**src/rtl/dmem_arb_pkg.sv**
```systemverilog
// Shared types and constants for the data-memory port arbiter.
// Requester IDs double as the grant encoding.
package dmem_arb_pkg;

    typedef enum logic {
        IDLE = 1'b0,
        BUSY = 1'b1
    } arb_state_e;

    localparam logic REQ_DCACHE = 1'b0;
    localparam logic REQ_ICACHE = 1'b1;

endpackage

```
**src/rtl/rr_pick2.sv**
```systemverilog
// Two-way round-robin selector: a lone request wins outright,
// and on a tie the requester not served last wins.
module rr_pick2 (
    input  logic [1:0] req,
    input  logic       last,
    output logic       valid,
    output logic       winner
);

    assign valid  = |req;
    assign winner = (req == 2'b11) ? ~last : req[1];

endmodule

```
**src/rtl/dmem_arbiter.sv**
```systemverilog
// Shares one line-wide data memory port between dcache (m0) and icache (m1),
// one whole-line transaction at a time, with an optional per-transaction watchdog.
module dmem_arbiter
    import dmem_arb_pkg::*;
#(
    parameter int DATA_W  = 256,
    parameter int ADDR_W  = 32,
    parameter int TIMEOUT = 0
) (
    input  logic              clk_i,
    input  logic              rst_i,
    input  logic              m0_enable_i,
    input  logic              m0_write_i,
    input  logic [ADDR_W-1:0] m0_addr_i,
    input  logic [DATA_W-1:0] m0_data_i,
    output logic              m0_ack_o,
    output logic [DATA_W-1:0] m0_data_o,
    input  logic              m1_enable_i,
    input  logic              m1_write_i,
    input  logic [ADDR_W-1:0] m1_addr_i,
    input  logic [DATA_W-1:0] m1_data_i,
    output logic              m1_ack_o,
    output logic [DATA_W-1:0] m1_data_o,
    output logic              mem_enable_o,
    output logic              mem_write_o,
    output logic [ADDR_W-1:0] mem_addr_o,
    output logic [DATA_W-1:0] mem_data_o,
    input  logic              mem_ack_i,
    input  logic [DATA_W-1:0] mem_data_i,
    output logic              timeout_o
);

    // A one-bit counter is kept when the watchdog is disabled so no zero-width vector exists.
    localparam int              CNT_W   = (TIMEOUT > 0) ? $clog2(TIMEOUT + 1) : 1;
    localparam logic [CNT_W-1:0] CNT_MAX = CNT_W'(TIMEOUT);
    localparam logic            WD_ON   = (TIMEOUT > 0);

    arb_state_e        state_q, state_d;
    logic              last_q, last_d;
    logic              grant_q, grant_d;
    logic              memEnable_q, memEnable_d;
    logic              memWrite_q, memWrite_d;
    logic [ADDR_W-1:0] memAddr_q, memAddr_d;
    logic [DATA_W-1:0] memData_q, memData_d;
    logic [CNT_W-1:0]  wdCount_q, wdCount_d;
    logic              timeout_q, timeout_d;

    logic              pickValid;
    logic              pickWinner;
    logic [CNT_W-1:0]  wdNext;
    logic              wdExpire;

    rr_pick2 u_pick (
        .req    ({m1_enable_i, m0_enable_i}),
        .last   (last_q),
        .valid  (pickValid),
        .winner (pickWinner)
    );

    // Saturating so the count can never wrap back below the limit.
    assign wdNext   = (wdCount_q == CNT_MAX) ? wdCount_q : wdCount_q + 1'b1;
    assign wdExpire = WD_ON && (wdNext == CNT_MAX);

    always_comb begin
        state_d     = state_q;
        last_d      = last_q;
        grant_d     = grant_q;
        memEnable_d = memEnable_q;
        memWrite_d  = memWrite_q;
        memAddr_d   = memAddr_q;
        memData_d   = memData_q;
        wdCount_d   = '0;
        timeout_d   = 1'b0;
        case (state_q)
            IDLE: begin
                if (pickValid) begin
                    state_d     = BUSY;
                    grant_d     = pickWinner;
                    last_d      = pickWinner;
                    memEnable_d = 1'b1;
                    if (pickWinner == REQ_ICACHE) begin
                        memWrite_d = m1_write_i;
                        memAddr_d  = m1_addr_i;
                        memData_d  = m1_data_i;
                    end else begin
                        memWrite_d = m0_write_i;
                        memAddr_d  = m0_addr_i;
                        memData_d  = m0_data_i;
                    end
                end
            end
            BUSY: begin
                // An ack in the expiry cycle still completes the transaction normally.
                if (mem_ack_i) begin
                    state_d     = IDLE;
                    memEnable_d = 1'b0;
                    memWrite_d  = 1'b0;
                end else if (wdExpire) begin
                    state_d     = IDLE;
                    memEnable_d = 1'b0;
                    memWrite_d  = 1'b0;
                    timeout_d   = 1'b1;
                end else begin
                    wdCount_d = wdNext;
                end
            end
            default: state_d = IDLE;
        endcase
    end

    always_ff @(posedge clk_i or negedge rst_i) begin
        if (!rst_i) begin
            state_q     <= IDLE;
            last_q      <= 1'b1;
            grant_q     <= 1'b0;
            memEnable_q <= 1'b0;
            memWrite_q  <= 1'b0;
            memAddr_q   <= '0;
            memData_q   <= '0;
            wdCount_q   <= '0;
            timeout_q   <= 1'b0;
        end else begin
            state_q     <= state_d;
            last_q      <= last_d;
            grant_q     <= grant_d;
            memEnable_q <= memEnable_d;
            memWrite_q  <= memWrite_d;
            memAddr_q   <= memAddr_d;
            memData_q   <= memData_d;
            wdCount_q   <= wdCount_d;
            timeout_q   <= timeout_d;
        end
    end

    assign mem_enable_o = memEnable_q;
    assign mem_write_o  = memWrite_q;
    assign mem_addr_o   = memAddr_q;
    assign mem_data_o   = memData_q;
    assign timeout_o    = timeout_q;

    assign m0_ack_o  = mem_ack_i & (state_q == BUSY) & (grant_q == REQ_DCACHE);
    assign m1_ack_o  = mem_ack_i & (state_q == BUSY) & (grant_q == REQ_ICACHE);
    assign m0_data_o = mem_data_i;
    assign m1_data_o = mem_data_i;

endmodule

```
**config.mk**
```make
export PLATFORM = sky130hd
export DESIGN_NAME = dmem_arbiter
export DESIGN_NICKNAME = d
export VERILOG_FILES = /design/src/rtl/dmem_arb_pkg.sv /design/src/rtl/rr_pick2.sv /design/src/rtl/dmem_arbiter.sv
export SDC_FILE = /design/constraint.sdc
export NUM_CORES = 1
export LEC_CHECK = 0
export CORE_AREA = 5 5 629 631
export CTS_CLUSTER_DIAMETER = 150
export DETAILED_ROUTE_END_ITERATION = 6
export DIE_AREA = 0 0 634 636
export RECOVER_POWER = 50
export SLEW_MARGIN = 20
export SYNTH_ARGS = -nofsm -noshare
export SYNTH_HDL_FRONTEND = slang
export SYNTH_SLANG_ARGS = --single-unit
```
**constraint.sdc**
```tcl
create_clock -name clk_i -period 4.21 [get_ports clk_i]
set_clock_uncertainty 0.2 [all_clocks]
set_input_delay 1.263 -clock clk_i [delete_from_list [all_inputs] [get_ports clk_i]]
set_output_delay 1.263 -clock clk_i [all_outputs]
set_load 0.05 [all_outputs]
```
# Word-level counts from Yosys, hierarchy flattened

Cells that the tools add are included.

RAM bits: 0
Word-level logic and storage cells: 31
Bits in registers: 293
Memory bits (read-only): 0
Input port bits: 839
Memories: 0
Bits in latches: 0
Output and inout bits: 805

Div/mod/pow operators: 0
Muxes and demuxes: 12
Equality and inequality tests: 3
Bitwise logic cells: 6
Shifts and indexed selects: 0
Order comparisons: 0
Add/subtract/negate cells: 0
Multiply operators: 0
Reduce and logical (&&, ||, !) cells: 3

Operators with widths:

| cell               | count |
|---|---|
| $mux 256           | 1 |
| $mux 32            | 1 |
| $mux 1             | 7 |
| $pmux 1 s2         | 3 |
| $ne 2x2->1 const B | 2 |
| $reduce_and 2->1   | 2 |
| $and 1x1->1        | 3 |
| $not 1->1          | 3 |
| $eq 2x2->1 const B | 1 |
| $reduce_or 2->1    | 1 |

# Longest topological paths before layout

Depth in word-level cells: 5
Depth in mapped cells: 6
Gate-level depth less buffers: 3

# Hierarchy

Synthesis repeated with hierarchy kept, for this count alone.

Cell total of the unflattened synthesis: 1784
Area, all modules: 17304.1 um^2

By module, submodules not included:

| module       | cells each | times used | seq. area each (um^2) | area an instance (um^2) |
|---|---|---|---|---|
| dmem_arbiter | 1782       | 1          | 7333.3                | 17290.3 |
| rr_pick2     | 2          | 1          | 0.0                   | 13.8 |

# Worst setup path after synthesis

No wires, ideal clock.

Path type: input to output
Start point: input port mem_ack_i
End point: output port m0_ack_o
Cell stages on the path: 2
Path buffers: 0
Slack: 0.751 ns
Data required time: 2.747 ns
Arrival time: 1.996 ns
Path through: nand2_1 > nor2_1

Word-level cells in the longest chain between the ends: 2

Ends and longest elaborated chain:

| what                     | line                | RTL |
|---|---|---|
| start: declaration       | dmem_arbiter.sv:28  | `input logic mem_ack_i,` |
| $and 1x1->1 (2 in a row) | dmem_arbiter.sv:141 | `assign m0_ack_o = mem_ack_i & (state_q == BUSY) & (grant_q == REQ_DCACHE);` |
| end: declaration         | dmem_arbiter.sv:16  | `output logic m0_ack_o,` |

No other way between the ends.

# Final worst setup path

Same ends and word-level chain as after synthesis.

==> impl_metrics.tcl <==
set metrics [dict create \
    outcome "finished with violations" \
    violations "capacitance limit, slew limit" \
    reg2regPathDepth 4 \
    synthTopCellsByCount "579 x a21oi_1, 521 x buf_4, 293 x nand2_1, 292 x dfrtp_1, 289 x nor2_1" \
    wl_microns 300700 \
    hold_viol_final 0 \
    post_cts_buffers 0 \
    via_per_inst 2.334 \
    worst_slew_margin_rel_pct -64.90 \
    whs_ns 0.2876 \
    ctsLongestPathBuffers 3 \
    yosysWarnings 0 \
    r2r-start "last_q" \
    layout.nets 3267 \
    core-area_sq_um 388500 \
    ios 1644 \
    cts_num_sinks 293 \
    tightest_slew_ns 2.474 \
    synth-async-reset-ratio_pct 100.0 \
    ir_drop_v 0.0004562 \
    grt_overflow 0 \
    root_buffer "clkbuf_16" \
    synth_most_common_cell "a21oi_1" \
    cts.clk_slew.worst_paths_ns 0.06 \
    place.gp.congestion 0.8238 \
    cp_slowest_cell "clkdlybuf4s50_1" \
    max_stage_delay_ns 0.71 \
    dr.first_iter.drc_count 1421 \
    cts_tree "yes" \
    ys_ff_latch 293 \
    grt_pass1_wl_microns 339400 \
    syn_area_sq_um 17110 \
    dp.cells 7577 \
    syn_to_final_growth_pct 72.83 \
    synth_cells 2106 \
    synth_cell_types 21 \
    synth_top_area_share_pct 42.70 \
    tns_ns 0 \
    start_util_pct 4.404 \
    path_max_fanout 4 \
    ant_nets 0 \
    nFillCells 45700 \
    grt_pass1_vias 17081 \
    syn_nets 2945 \
    io_buffers 874 \
    r2r-end "mem_data_o[243]" \
    firstDrtPassIters 5 \
    synth_area_leaders "dfrtp_1 43%, buf_4 23%, a21oi_1 17%, nand2_1 6.4%, nor2_1 6.3%" \
    vias 17930 \
    end_kind "primary output" \
    dieWidth_microns 634 \
    rows 229 \
    synth.avg_cell_area_sq_um 8.126 \
    grt_start_max_net_pins 79 \
    reg2reg_slack_ns 1.07 \
    synth-edff-count 0 \
    fin_crit_ns 4.065 \
    multi_input_area_sq_um 5176 \
    p_leak_nw 10.15 \
    drc 0 \
    hold_end "mem_enable_o" \
    yosysTopAreaCell "dfrtp_1" \
    die-area_sq_um 403200 \
    yosysSeqAreaShare_pct 42.85 \
    path_class "input port to primary output" \
    worst_setup_path_start_kind "input port" \
    min_from "mem_enable_o" \
    setup_viol 0 \
    path_cells "clkdlybuf4s50_1 -> nand2_1 -> nor2_1 -> buf_12" \
    drive_gt1_share_pct 9.659 \
    max_freq_mhz 246.0 \
    rsz0062_at_grt "no" \
    grt_use_total_pct 14.27 \
    ctsResizeCount 0 \
    cts_hold_buf 0 \
    dp_hpwl_microns 276900 \
    cp.arrival_ns 2.60 \
    htree_num_levels 2 \
    die_h_microns 636 \
    powerDensity_nw_per_um2 549.8 \
    ys.flop_type "dfrtp_1" \
    fin_cells 7682 \
    drv_slew 222 \
    clock_latency_ns 0.71 \
    maxCapViolations 3 \
    hp-class "flip-flop to flip-flop" \
    antenna_found_initial 174 \
    holdPathStages 2 \
    register_area_sq_um 7333 \
    wire_per_inst_microns 39.14 \
    post-route-period-util_pct 96.55 \
    cts_made_buffers 46 \
    required_ns 2.75 \
]
[report_power, final]
group,internal (W),total (W),switching [W]
Combinational,0.00204,0.00806,0.00602
Sequential,0.00351,0.00398,0.000469
Clock,0.00243,0.00422,0.00179
Total,0.00798,0.0163,0.00828
[final cells by class]
class                   instances  share of cell area [%]
repair buffers                915                   30.22
well taps                    5197                   21.99
diodes                         21                  0.1777
flip-flops and latches        293                   24.79
clock inverters                22                  0.9053
clock buffers                  62                   4.404
inverters                       1                 0.01269
multi-input cells            1171                   17.50
[placed cells by master (no fill, tap or decap), drive strengths merged]
master	synthesis	final
dlygate4sd3	0	1
o31a	1	1
nand2	293	293
clkinv	0	6
a21oi	579	579
a31oi	1	1
diode	0	21
bufinv	0	4
o21ba	1	1
clkbuf	25	79
o21bai	1	1
conb	1	1
nor2	289	289
clkinvlp	0	4
clkdlybuf4s50	0	751
dfstp	1	1
o21ai	2	2
a21bo	1	1
and3	1	1
inv	1	9
buf	616	146
dfrtp	292	292
a21boi	1	1
[sequential cells by signal (all words and copies together) (netlist names)]
name	flops
mem_write_o	1
last_q	1
state_q	1
mem_data_o	256
mem_enable_o	1
mem_addr_o	32
grant_q	1
[critical path, delay by kind of cell]
| kind | cells | cell delay, ns |
|---|---|---|
| buffers and inverters | 2 | 0.89 |
| AND/OR/NAND/NOR | 2 | 0.44 |
[stage by stage]
step                total power, W  utilization [%]  setup slack (ns)  instance area [sq um]
global route               0.01714            7.604           0.07245                  29540
detailed placement         0.01238            7.238            0.1626                  28120
CTS                        0.01683            7.643            0.1619                  29690
finish                     0.01626            7.612            0.1451                  29580
floorplan                 0.008889                -            0.7515                  17110
global placement           0.01236            7.238            0.1219                  28120
[how the worst max path moves through the flow]
stage,start,endpoint,cells past startpoint
after CTS,mem_ack_i,m0_ack_o,4
after global placement,mem_ack_i,m0_ack_o,4
final,mem_ack_i,m0_ack_o,4
after global routing,rst_i,mem_data_o[154],3
after floorplan,mem_ack_i,m0_ack_o,2
after detailed placement,mem_ack_i,m0_ack_o,4
[routing by layer]
layer  up-vias  part of all wire [%]  track usage (%)
met2      2026                    45            23.00
met5         -                  0.46            1.434
met1      8233                    25            10.42
li1       7015                     -                -
met3       562                    25            16.33
met4        94                   4.7            5.225
[kinds of logic after synthesis]
group	after synthesis	share of synthesized area, %
buffers and inverters	642	27.04
other	1	0.02191
AO/OA/AOI/OAI	587	17.28
flip-flops	293	42.85
AND/OR/NAND/NOR	583	12.80
No activity file was read; power rests on OpenSTA's default activity.
